### src/rtl/metronome_tempo_ctrl_if.sv
// Purpose: bundles the key/preset inputs and the tempo, sweep and display outputs of the metronome tempo controller.
// Latency: wiring only, no registers.
// Backpressure: none; every signal is a free-running level or a single-cycle pulse.
// Ports: slave = controller side (metronome_tempo_ctrl), master = board / testbench side.
//   tapup_n, tapdown_n : raw active-low keys, asynchronous to the clock
//   preset, load_preset: preset index and level-sensitive load
//   bpm, hex100/10/0   : tempo in binary and as registered BCD digits
//   step, led, beat    : sweep position, one-hot bounce LED, beat pulse
//   speaker            : click output
interface metronome_tempo_ctrl_if;
  logic       tapup_n;
  logic       tapdown_n;
  logic [4:0] preset;
  logic       load_preset;
  logic [7:0] bpm;
  logic [3:0] hex100;
  logic [3:0] hex10;
  logic [3:0] hex0;
  logic [3:0] step;
  logic [7:0] led;
  logic       beat;
  logic       speaker;

  modport slave (
    input  tapup_n, tapdown_n, preset, load_preset,
    output bpm, hex100, hex10, hex0, step, led, beat, speaker
  );

  modport master (
    output tapup_n, tapdown_n, preset, load_preset,
    input  bpm, hex100, hex10, hex0, step, led, beat, speaker
  );
endinterface

### src/rtl/metronome_tempo_ctrl.sv
// Purpose: metronome tempo register with debounced tap keys and presets, phase-accumulator beat sequencer, LED bounce, click and BCD display.
// Latency: key press -> bpm after sync(2) + DEBOUNCE + 2 cycles; bpm -> BCD digits 1 cycle; step/led/beat/speaker registered together.
// Backpressure: none; inputs are sampled every cycle and outputs are free-running.
// Ports: clock, reset (async active-high, release synchronised internally); bus = metronome_tempo_ctrl_if.slave.
module metronome_tempo_ctrl #(
  parameter int CLK_HZ       = 50000000,
  parameter int BPM_MIN      = 60,
  parameter int BPM_MAX      = 230,
  parameter int BPM_STEP     = 10,
  parameter int STEPS        = 14,
  parameter int DEBOUNCE     = 500000,
  parameter int CLICK_CYCLES = 250000
) (
  input  logic                   clock,
  input  logic                   reset,
  metronome_tempo_ctrl_if.slave  bus
);

  // One sweep step is due every THRESH/bpm cycles: CLK_HZ*60 cycles per minute spread over bpm*STEPS steps.
  localparam longint THRESH  = longint'(CLK_HZ) * 60 / STEPS;
  // The accumulator always sits below THRESH, so acc + bpm never exceeds THRESH + BPM_MAX.
  localparam int     ACC_W   = $clog2(THRESH + BPM_MAX + 1);
  localparam int     DEB_W   = $clog2(DEBOUNCE + 1);
  localparam int     CLK_W   = $clog2(CLICK_CYCLES + 1);
  localparam int     CALC_W  = 16;
  localparam int     CLICK_STEP = STEPS / 2;

  localparam logic [ACC_W-1:0] THRESH_V = ACC_W'(THRESH);

  // ---------------------------------------------------------------------------
  // Helpers
  // ---------------------------------------------------------------------------
  // Shift-and-add-3 binary to BCD; purely combinational, settles in one cycle.
  function automatic logic [11:0] to_bcd(input logic [7:0] bin);
    logic [11:0] bcd;
    bcd = '0;
    for (int i = 7; i >= 0; i--) begin
      if (bcd[3:0]  >= 4'd5) bcd[3:0]  = bcd[3:0]  + 4'd3;
      if (bcd[7:4]  >= 4'd5) bcd[7:4]  = bcd[7:4]  + 4'd3;
      if (bcd[11:8] >= 4'd5) bcd[11:8] = bcd[11:8] + 4'd3;
      bcd = {bcd[10:0], bin[i]};
    end
    return bcd;
  endfunction

  // Bounce order: up the bar on steps 0..7, back down on steps 8..13 without repeating the ends.
  function automatic logic [7:0] led_of(input logic [3:0] s);
    logic [3:0] pos;
    pos = (s < 4'd8) ? s : (4'(STEPS) - s);
    return 8'(1) << pos;
  endfunction

  // ---------------------------------------------------------------------------
  // Reset: asserts asynchronously, releases on a clock edge so that no flop
  // sees reset removal near its active edge.
  // ---------------------------------------------------------------------------
  logic [1:0] rst_pipe;
  logic       rst_int;

  always_ff @(posedge clock or posedge reset) begin
    if (reset) rst_pipe <= 2'b11;
    else       rst_pipe <= {rst_pipe[0], 1'b0};
  end

  assign rst_int = rst_pipe[1];

  // ---------------------------------------------------------------------------
  // Key path: index 0 = tap-up, index 1 = tap-down.
  // key_state is the accepted level (1 = released). A new level is accepted
  // only after the synchronised input has differed from it for DEBOUNCE
  // consecutive cycles; a press event fires only on the accepted 1->0 edge,
  // so a held key never repeats.
  // ---------------------------------------------------------------------------
  logic [1:0]       key_raw;
  logic [1:0]       key_meta;
  logic [1:0]       key_sync;
  logic [1:0]       key_state;
  logic [1:0]       key_evt;
  logic [DEB_W-1:0] deb_cnt [2];

  assign key_raw = {bus.tapdown_n, bus.tapup_n};

  always_ff @(posedge clock or posedge rst_int) begin
    if (rst_int) begin
      key_meta  <= 2'b11;
      key_sync  <= 2'b11;
      key_state <= 2'b11;
      key_evt   <= 2'b00;
      for (int k = 0; k < 2; k++) deb_cnt[k] <= '0;
    end else begin
      key_meta <= key_raw;
      key_sync <= key_meta;
      for (int k = 0; k < 2; k++) begin
        key_evt[k] <= 1'b0;
        if (key_sync[k] == key_state[k]) begin
          deb_cnt[k] <= '0;
        end else if (deb_cnt[k] == DEB_W'(DEBOUNCE - 1)) begin
          deb_cnt[k]   <= '0;
          key_state[k] <= key_sync[k];
          key_evt[k]   <= ~key_sync[k];
        end else begin
          deb_cnt[k] <= deb_cnt[k] + 1'b1;
        end
      end
    end
  end

  // ---------------------------------------------------------------------------
  // Tempo register. Preset load overrides keys; simultaneous up+down cancel;
  // both directions saturate at the range ends. Arithmetic is done wide so
  // the large presets do not wrap before clamping.
  // ---------------------------------------------------------------------------
  logic [7:0]        bpm_q;
  logic [7:0]        bpm_d;
  logic [11:0]       bcd_q;
  logic [CALC_W-1:0] preset_bpm;
  logic [CALC_W-1:0] up_bpm;

  always_comb begin
    preset_bpm = CALC_W'(BPM_MIN) + CALC_W'(BPM_STEP) * CALC_W'(bus.preset);
    if (preset_bpm > CALC_W'(BPM_MAX)) preset_bpm = CALC_W'(BPM_MAX);

    up_bpm = CALC_W'(bpm_q) + CALC_W'(BPM_STEP);
    if (up_bpm > CALC_W'(BPM_MAX)) up_bpm = CALC_W'(BPM_MAX);

    bpm_d = bpm_q;
    if (bus.load_preset) begin
      bpm_d = 8'(preset_bpm);
    end else if (key_evt[0] && key_evt[1]) begin
      bpm_d = bpm_q;
    end else if (key_evt[0]) begin
      bpm_d = 8'(up_bpm);
    end else if (key_evt[1]) begin
      if (CALC_W'(bpm_q) < CALC_W'(BPM_MIN + BPM_STEP)) bpm_d = 8'(BPM_MIN);
      else                                              bpm_d = bpm_q - 8'(BPM_STEP);
    end
  end

  always_ff @(posedge clock or posedge rst_int) begin
    if (rst_int) begin
      bpm_q <= 8'(BPM_MIN);
      bcd_q <= to_bcd(8'(BPM_MIN));
    end else begin
      bpm_q <= bpm_d;
      bcd_q <= to_bcd(bpm_q);
    end
  end

  // ---------------------------------------------------------------------------
  // Phase accumulator and sweep. The remainder is carried across each step,
  // so intervals alternate between floor and ceil of THRESH/bpm with no
  // long-run drift, and a tempo change never resets the phase.
  // ---------------------------------------------------------------------------
  logic [ACC_W-1:0] acc_q;
  logic [ACC_W-1:0] acc_sum;
  logic [ACC_W-1:0] acc_d;
  logic             advance;
  logic [3:0]       step_q;
  logic [3:0]       step_d;
  logic [7:0]       led_q;
  logic             beat_q;
  logic             click_trig;
  logic             speaker_q;
  logic [CLK_W-1:0] click_cnt;

  always_comb begin
    acc_sum = acc_q + ACC_W'(bpm_q);
    advance = (acc_sum >= THRESH_V);
    acc_d   = advance ? (acc_sum - THRESH_V) : acc_sum;

    step_d = step_q;
    if (advance) step_d = (step_q == 4'(STEPS - 1)) ? 4'd0 : (step_q + 4'd1);

    // Click on the downbeat and on the far end of the bounce.
    click_trig = advance && ((step_d == 4'd0) || (step_d == 4'(CLICK_STEP)));
  end

  always_ff @(posedge clock or posedge rst_int) begin
    if (rst_int) begin
      acc_q  <= '0;
      step_q <= 4'd0;
      led_q  <= 8'h01;
      beat_q <= 1'b0;
    end else begin
      acc_q  <= acc_d;
      step_q <= step_d;
      led_q  <= led_of(step_d);
      beat_q <= advance && (step_d == 4'd0);
    end
  end

  // Speaker stays high for CLICK_CYCLES cycles from the trigger; a retrigger
  // reloads the counter, so overlapping clicks merge into one long high.
  always_ff @(posedge clock or posedge rst_int) begin
    if (rst_int) begin
      speaker_q <= 1'b0;
      click_cnt <= '0;
    end else if (click_trig) begin
      speaker_q <= 1'b1;
      click_cnt <= CLK_W'(CLICK_CYCLES - 1);
    end else if (click_cnt != '0) begin
      click_cnt <= click_cnt - 1'b1;
    end else begin
      speaker_q <= 1'b0;
    end
  end

  // ---------------------------------------------------------------------------
  // Outputs
  // ---------------------------------------------------------------------------
  assign bus.bpm     = bpm_q;
  assign bus.hex100  = bcd_q[11:8];
  assign bus.hex10   = bcd_q[7:4];
  assign bus.hex0    = bcd_q[3:0];
  assign bus.step    = step_q;
  assign bus.led     = led_q;
  assign bus.beat    = beat_q;
  assign bus.speaker = speaker_q;

endmodule

### src/flat_wrapper.sv
// flat-port wrapper written by rule: the top's interface ports become plain ports
module metronome_tempo_ctrl_flat 
#(
  parameter int CLK_HZ       = 50000000,
  parameter int BPM_MIN      = 60,
  parameter int BPM_MAX      = 230,
  parameter int BPM_STEP     = 10,
  parameter int STEPS        = 14,
  parameter int DEBOUNCE     = 500000,
  parameter int CLICK_CYCLES = 250000
)
  (clock, reset, bus_tapup_n, bus_tapdown_n, bus_preset, bus_load_preset, bus_bpm, bus_hex100, bus_hex10, bus_hex0, bus_step, bus_led, bus_beat, bus_speaker);
  metronome_tempo_ctrl_if bus_i ();
  input  logic clock;
  input  logic reset;
  input wire logic [$bits(bus_i.tapup_n)-1:0] bus_tapup_n;
  input wire logic [$bits(bus_i.tapdown_n)-1:0] bus_tapdown_n;
  input wire logic [$bits(bus_i.preset)-1:0] bus_preset;
  input wire logic [$bits(bus_i.load_preset)-1:0] bus_load_preset;
  output wire logic [$bits(bus_i.bpm)-1:0] bus_bpm;
  output wire logic [$bits(bus_i.hex100)-1:0] bus_hex100;
  output wire logic [$bits(bus_i.hex10)-1:0] bus_hex10;
  output wire logic [$bits(bus_i.hex0)-1:0] bus_hex0;
  output wire logic [$bits(bus_i.step)-1:0] bus_step;
  output wire logic [$bits(bus_i.led)-1:0] bus_led;
  output wire logic [$bits(bus_i.beat)-1:0] bus_beat;
  output wire logic [$bits(bus_i.speaker)-1:0] bus_speaker;
  assign bus_i.tapup_n = bus_tapup_n;
  assign bus_i.tapdown_n = bus_tapdown_n;
  assign bus_i.preset = bus_preset;
  assign bus_i.load_preset = bus_load_preset;
  assign bus_bpm = bus_i.bpm;
  assign bus_hex100 = bus_i.hex100;
  assign bus_hex10 = bus_i.hex10;
  assign bus_hex0 = bus_i.hex0;
  assign bus_step = bus_i.step;
  assign bus_led = bus_i.led;
  assign bus_beat = bus_i.beat;
  assign bus_speaker = bus_i.speaker;
  metronome_tempo_ctrl #(.CLK_HZ(CLK_HZ), .BPM_MIN(BPM_MIN), .BPM_MAX(BPM_MAX), .BPM_STEP(BPM_STEP), .STEPS(STEPS), .DEBOUNCE(DEBOUNCE), .CLICK_CYCLES(CLICK_CYCLES)) u_core (.clock(clock), .reset(reset), .bus(bus_i));
endmodule
### config.mk
export PLATFORM = sky130hd
export DESIGN_NAME = metronome_tempo_ctrl_flat
export DESIGN_NICKNAME = d
export VERILOG_FILES = /design/src/rtl/metronome_tempo_ctrl_if.sv /design/src/rtl/metronome_tempo_ctrl.sv /design/src/flat_wrapper.sv
export SDC_FILE = /design/constraint.sdc
export NUM_CORES = 1
export LEC_CHECK = 0
export ABC_AREA = 0
export BUFFER_PORTS_ARGS = -buffer_cell sky130_fd_sc_hd__buf_2
export CORE_AREA = 2 2 146 148
export CTS_CLUSTER_DIAMETER = 30
export DETAILED_ROUTE_END_ITERATION = 10
export DIE_AREA = 0 0 148 150
export PLACE_DENSITY = 0.55
export SETUP_SLACK_MARGIN = 0.02
export SLEW_MARGIN = 20
export SYNTH_ARGS = -nofsm -noshare
export SYNTH_HDL_FRONTEND = slang
export SYNTH_SLANG_ARGS = --single-unit
### constraint.sdc
create_clock -name clock -period 5.25 [get_ports clock]
set_clock_uncertainty 0.1 [all_clocks]
set_input_delay 1.3125 -clock clock [delete_from_list [all_inputs] [get_ports clock]]
set_output_delay 1.3125 -clock clock [all_outputs]
set_load 0.1 [all_outputs]
# [Word-level counts from Yosys, hierarchy flattened]
# Cells that the tools add are included.
[op_classes] add_sub_neg=17 multipliers=1 div_mod_pow=0 n_lt_le_gt_ge=12 n_eq_ne=8 n_shift=1 n_mux=30 n_bitwise=4 reduce_logical=11
[ops] operator="19-bit two-way mux" count=4
[ops] operator="8-bit two-way mux" count=7
[ops] operator="4-bit two-way mux" count=10
[ops] operator="19-bit by 1-bit adder with 19-bit output (second input constant)" count=2
[ops] operator="19-bit == test (second input constant)" count=2
[ops] operator="18-bit two-way mux" count=2
[ops] operator="28-bit by 8-bit adder with 28-bit output" count=1
[ops] operator="28-bit >= comparator (second input constant)" count=1
[ops] operator="28-bit two-way mux" count=1
[ops] operator="28-bit subtractor (second input constant)" count=1
[ops] operator="4-bit by 2-bit adder with 4-bit output (second input constant)" count=5
[ops] operator="4-bit by 3-bit >= comparator with 1-bit output (second input constant)" count=5
[ops] operator="18-bit nonzero test" count=1
[ops] operator="18-bit by 1-bit subtractor with 18-bit output (second input constant)" count=1
[ops] operator="6-bit by 9-bit adder with 10-bit output (first input constant)" count=1
[ops] operator="10-bit by 8-bit greater-than comparator with 1-bit output (second input constant)" count=1
[ops] operator="8-bit by 4-bit adder with 9-bit output (second input constant)" count=1
[ops] operator="9-bit by 8-bit greater-than comparator with 1-bit output (second input constant)" count=1
[ops] operator="3-bit by 2-bit adder with 4-bit output (second input constant)" count=2
[ops] operator="8-bit by 7-bit less-than comparator with 1-bit output (second input constant)" count=1
[ops] operator="3-bit by 5-bit multiplier with 8-bit output (first input constant)" count=1
[ops] operator="1-bit by 4-bit left shift with 8-bit output (first input constant)" count=1
[ops] operator="8-bit by 4-bit subtractor with 8-bit output (second input constant)" count=1
[ops] operator="3-bit >= comparator (second input constant)" count=2
[ops] operator="other kinds (16)" count=29
[totals] ff_bits=126 latch_bits=0 ramBits=0 romBits=0 inputBits=10 out_inout_bits=34 wordCells=100 mem_count=0

# [Longest topological paths before layout]
[depth] word_depth=10 mapped_depth=22 mapped_depth_nobuf=19

# [Worst setup path before layout]
# Ideal clock, no wire load.
[synth_timing] path_type="reg2reg" start="register u_core.bpm_q[1], in the netlist u_core.bus.bpm[1]" end="register u_core.click_cnt[17]" setup_time_ns=0.124 arrival_time_ns=5.605 required_time_ns=5.026 slack_ns=-0.579 path_stages_with_launch=21 n_path_buf=2 synth_period_minus_slack_ns=5.829 cell_sequence="dfrtp_1 inv_1 fa_1 nand2b_1 a21oi_4 o21ai_2 or4_1 a21o_1 or4_1 o22ai_2 and2_1 buf_4 mux2i_1 inv_1 ha_1 mux2i_1 o22a_1 o22ai_1 and2_1 clkbuf_1 a211o_1"
[synth_via] elab_chain_cells=7 word_cells_on_any_way=9 classes_between="add/sub: 1; order compare: 1; eq/ne: 1; mux: 2; reduce/logical: 4"
[synth_rtl] element="start: declaration" line="metronome_tempo_ctrl.sv:113" source="logic [7:0] bpm_q;"
[synth_rtl] element="start signal: assignment" line="metronome_tempo_ctrl.sv:141" source="bpm_q <= 8'(BPM_MIN);"
[synth_rtl] element="start signal: assignment" line="metronome_tempo_ctrl.sv:144" source="bpm_q <= bpm_d;"
[synth_rtl] element="28-bit by 8-bit adder with 28-bit output *" line="metronome_tempo_ctrl.sv:167" source="acc_sum = acc_q + ACC_W'(bpm_q);"
[synth_rtl] element="28-bit >= comparator *" line="metronome_tempo_ctrl.sv:168" source="advance = (acc_sum >= THRESH_V);"
[synth_rtl] element="4-bit two-way mux *" line="metronome_tempo_ctrl.sv:172" source="if (advance) step_d = (step_q == 4'(STEPS - 1)) ? 4'd0 : (step_q + 4'd1);"
[synth_rtl] element="named net u_core.step_d[1]" line="metronome_tempo_ctrl.sv:159" source="logic [3:0] step_d;"
[synth_rtl] element="4-bit by 3-bit == test with 1-bit output or 4-bit logical NOT (tied branches)" line="metronome_tempo_ctrl.sv:175" source="click_trig = advance && ((step_d == 4'd0) || (step_d == 4'(CLICK_STEP)));"
[synth_rtl] element="1-bit logical OR *" line="metronome_tempo_ctrl.sv:175"
[synth_rtl] element="1-bit logical AND *" line="metronome_tempo_ctrl.sv:175"
[synth_rtl] element="18-bit two-way mux or 2-bit nonzero test (tied branches)"
[synth_rtl] element="end signal: assignment" line="metronome_tempo_ctrl.sv:200" source="click_cnt <= CLK_W'(CLICK_CYCLES - 1);"
[synth_rtl] element="end signal: assignment" line="metronome_tempo_ctrl.sv:202" source="click_cnt <= click_cnt - 1'b1;"
[synth_rtl] element="end: declaration" line="metronome_tempo_ctrl.sv:164" source="logic [CLK_W-1:0] click_cnt;"
# Mark *: on every way through the listed nets, which the timed path passes. The rest lies on a longest branch.
# A chain may end at the register's enable or synchronous reset.

# [Worst setup path in the final report]
[layout_timing] start="register u_core.bpm_q[5], in the netlist u_core.bus.bpm[5]" end="register u_core.click_cnt[17]"
# The elaborated chain is that of the path after synthesis.

==> flow_summary_export.csv <==
group,metric,value,unit
placed_design,dp_hpwl,12.6,mm
drt,drc_errors,0,
floorplanning,core-area,0.0207,mm^2
drt,num_vias,6761,
power_and_ir_drop,vdd_ir_drop_max,0.000294,V
finish,drive_gt1_share,15.6,%
timing,slew_viol_final,0,
floorplanning,rows,53,
clock_network,cts-htree-levels,4,
power_and_ir_drop,power.density,588,mW/mm^2
timing,layout_setup_ws,0.282,ns
finish,num_antenna_cells,0,
yosys,synthSimpleGateAreaFrac,23.5,%
drt,routedWlPerCell,14.2,um
yosys,synth_edf_count,0,
yosys,synth_fa_ha_area_share,5.73,%
setup_path,worstSetupEndpointType,"flip-flop",
timing,max_slew_margin,38.6,%
timing,fmax,201,MHz
timing,finalHoldViolCount,0,
drt,first_pass_iters,5,
yosys,synth_cells,929,
worst_hold_path,min_path_type,"reg2reg",
grt,antenna_found_initial,0,
timing,period_needed,4.97,ns
clock_network,holdBufCountCts,0,
yosys,synth_area_leader_cell,"dfrtp_1",
yosys,synth-async-reset-ratio,100,%
yosys,muxShareOfSynthArea,1.93,%
drt,drt_wl_total,18.1,mm
placed_design,place.gp.congestion,0.831,
timing,setup-tns-final,0,ns
timing,worst_slew_pin_slew,0.921,ns
flow_run,cap_violations,0,
yosys,yosys_warnings,0,
clock_network,cts_tree,"built",
grt,gr-total-overflow,0,
yosys,ys_types,78,
drt,avgViaCountPerCell,5.29,
clock_network,cts_buffers,17,
yosys,synthFlopType,"dfrtp_1",
drt,ant_nets,0,
finish,fillers,2010,
clock_network,clock_sinks,123,
grt,grt_pass1_vias,6364,
grt,grt_usage,16.7,%
yosys,yosysSeqAreaShare,38.1,%
finish,nets,1035,
floorplanning,num_io_pins,44,
outcome,status,"completed",
finish,area_growth,15.9,%
power_and_ir_drop,p_leak,0.00390,uW
placed_design,dp_slack,0.152,ns
timing,fin_crit_sh,94.6,%
yosys,yosysMostFrequentCell,"nor2_1",
setup_path,crit_required,5.45,ns
yosys,synth_top_family_by_area,"simple AND/OR/NAND/NOR gates",
clock_network,worstSkewPairLatency,0.42,ns
setup_path,crit_fanout,9,
grt,grt_first_pass_wirelength,30.5,mm
finish,instances_no_fill,1277,
setup_path,cp-start-kind,"flip-flop",
setup_path,critical_path_class,"reg2reg",
yosys,synth_xor_area_share,11.3,%
yosys,syn_area,0.00812,mm^2
timing,grt_setup_unrepaired,"no",
floorplanning,initial_core_util,39.2,%
clock_network,clockRootBuffer,"clkbuf_16",
yosys,synthTopCellsByCount,"117 x nor2_1, 108 x dfrtp_1, 99 x nand2_1",
yosys,synth_area_per_cell,8.74,um^2
floorplanning,dieArea,0.0222,mm^2
clock_network,clk_pin_slew,0.06,ns
placed_design,port_buffers,39,
placed_design,post_dp_cell_area,0.00871,mm^2
timing,finalSetupViolCount,0,
clock_network,cts_buffer_depth,2,
grt,grt_max_degree,76,
placed_design,place_inst,1236,
floorplanning,die_y,150,um
setup_path,crit_arrival,5.17,ns
yosys,synthTopCellsByArea,"dfrtp_1 33%, xnor2_1 6.3%, nor2_1 5.4%, ha_1 5.2%, dfstp_2 4.9%",
floorplanning,die_w,148,um
drt,drt_iter0_markers,308,
yosys,yosys.area.top_type_share,33.3,%
yosys,synth-compound-area-share,15.6,%
yosys,ys_ff_latch,123,
finish,final_design_area_no_fill,0.00941,mm^2
==> final timing paths <==
path | startpoint | endpoint | cells after the start | slack (ns)
worst max-delay path | u_core.bus.bpm[5]$_DFFE_PP1P_ | u_core.click_cnt[17]$_DFFE_PP0P_ | 18 | 0.28
worst min-delay path | u_core.rst_pipe[0]$_DFF_PP1_ | u_core.rst_pipe[1]$_DFF_PP1_ | 0 | 0.25
worst max register to register | u_core.bus.bpm[5]$_DFFE_PP1P_ | u_core.click_cnt[17]$_DFFE_PP0P_ | 18 | 0.28
worst min register to register | u_core.rst_pipe[0]$_DFF_PP1_ | u_core.rst_pipe[1]$_DFF_PP1_ | 0 | 0.25
max in group asynchronous | u_core.rst_pipe[1]$_DFF_PP1_ | u_core.bus.bpm[1]$_DFFE_PP0P_ | 2 | 3.49
min in group asynchronous | u_core.rst_pipe[1]$_DFF_PP1_ | u_core.deb_cnt[28]$_DFF_PP0_ | 1 | 0.36
==> critical path, cell delays in order (launching register included) <==
cell and delay [ns]:
dfstp_4 0.61, ha_1 0.30, a21o_1 0.21, a211o_2 0.40
o21a_1 0.26, and3_1 0.21, xnor2_2 0.22, nand2b_1 0.13
or4_1 0.53, o22ai_2 0.17, and2_1 0.20, mux2i_2 0.27
inv_1 0.11, ha_2 0.23, mux2i_1 0.13, o22a_1 0.15
o22ai_1 0.10, and2_2 0.29, a211o_1 0.23
==> stage by stage <==
stage / hold WS (ns) / total power, uW / utilization [%]
6_report: 0.255 / 5530 / 45.5
5_1_grt: 0.262 / 5940 / 45.5
4_1_cts: 0.257 / 5470 / 45.0
2_1_floorplan: 0.245 / 3540 / -
3_3_place_gp: 0.246 / 4260 / 42.1
3_5_place_dp: 0.248 / 4240 / 42.1
==> final cells by class <==
cell class	count	area (um^2)	area share, %
flip-flops and latches	123	3100	33.0
multi-input cells	739	4780	50.8
well taps	275	344	3.66
clock inverters	14	161	1.72
repair buffers	73	450	4.79
inverters	35	134	1.42
clock buffers	18	439	4.67
==> cells in the final DEF (no fill, tap or decap), types with 8 or more instances in the layout <==
cell and count:
nand4_1 8, o211ai_1 13, a21oi_1 36, nor3_1 25, nor2_1 117, inv_1 31, dfstp_2 14, nand2_1 99
nand3_1 42, xnor2_1 58, xor2_1 45, nor4_1 10, buf_4 34, nor2b_1 9, o21a_1 9, o21ai_0 37
buf_2 39, ha_1 33, mux2i_1 9, o22ai_1 9, nand2b_1 16, and3_1 14, dfrtp_1 106, a31oi_1 9
clkbuf_16 17
==> power by group <==
part	total, uW	leakage (uW)	internal (uW)	switching [uW]
clock	1200	0.000290	723	473
sequential	1210	0.00150	1100	108
combinational	3120	0.00211	1140	1990
total	5530	0.00390	2960	2570
==> routing by layer <==
layer,vias to the layer above,part of all wire [%],track usage (%)
met4,0,1.0,3.95
met3,14,4.2,3.48
met2,128,45,26.6
met1,3224,50,23.3
met5,-,0,0
li1,3395,-,-
==> cell families (layout without fill, tap and decap cells) <==
kind of cell,after synthesis,in the layout
mux,15,15
xor+xnor,104,104
other cells,2,6
compound gates,185,185
simple gates,393,393
flops,123,123
buf+inv,71,140
fa+ha+maj,36,36
==> sequential cells by signal, indices dropped and copies added, names as in the netlist <==
name,flops
u_core.key_sync,2
u_core.bus.speaker,1
u_core.key_state,2
u_core.bus.beat,1
u_core.acc_q,27
u_core.bus.bpm,7
u_core.click_cnt,18
u_core.key_evt,2
u_core.bcd_q,9
u_core.bus.step,4
u_core.key_meta,2
u_core.bus.led,8
u_core.deb_cnt,38
u_core.rst_pipe,2
==> repair_timing <==
item,4_1_cts,5_1_grt
hold endpoints to repair,0,0
buffers inserted,0,9
gates resized for setup,0,7
endpoints found under the setup margin,0,27
Note: power is estimated with default switching activity, not from simulation.
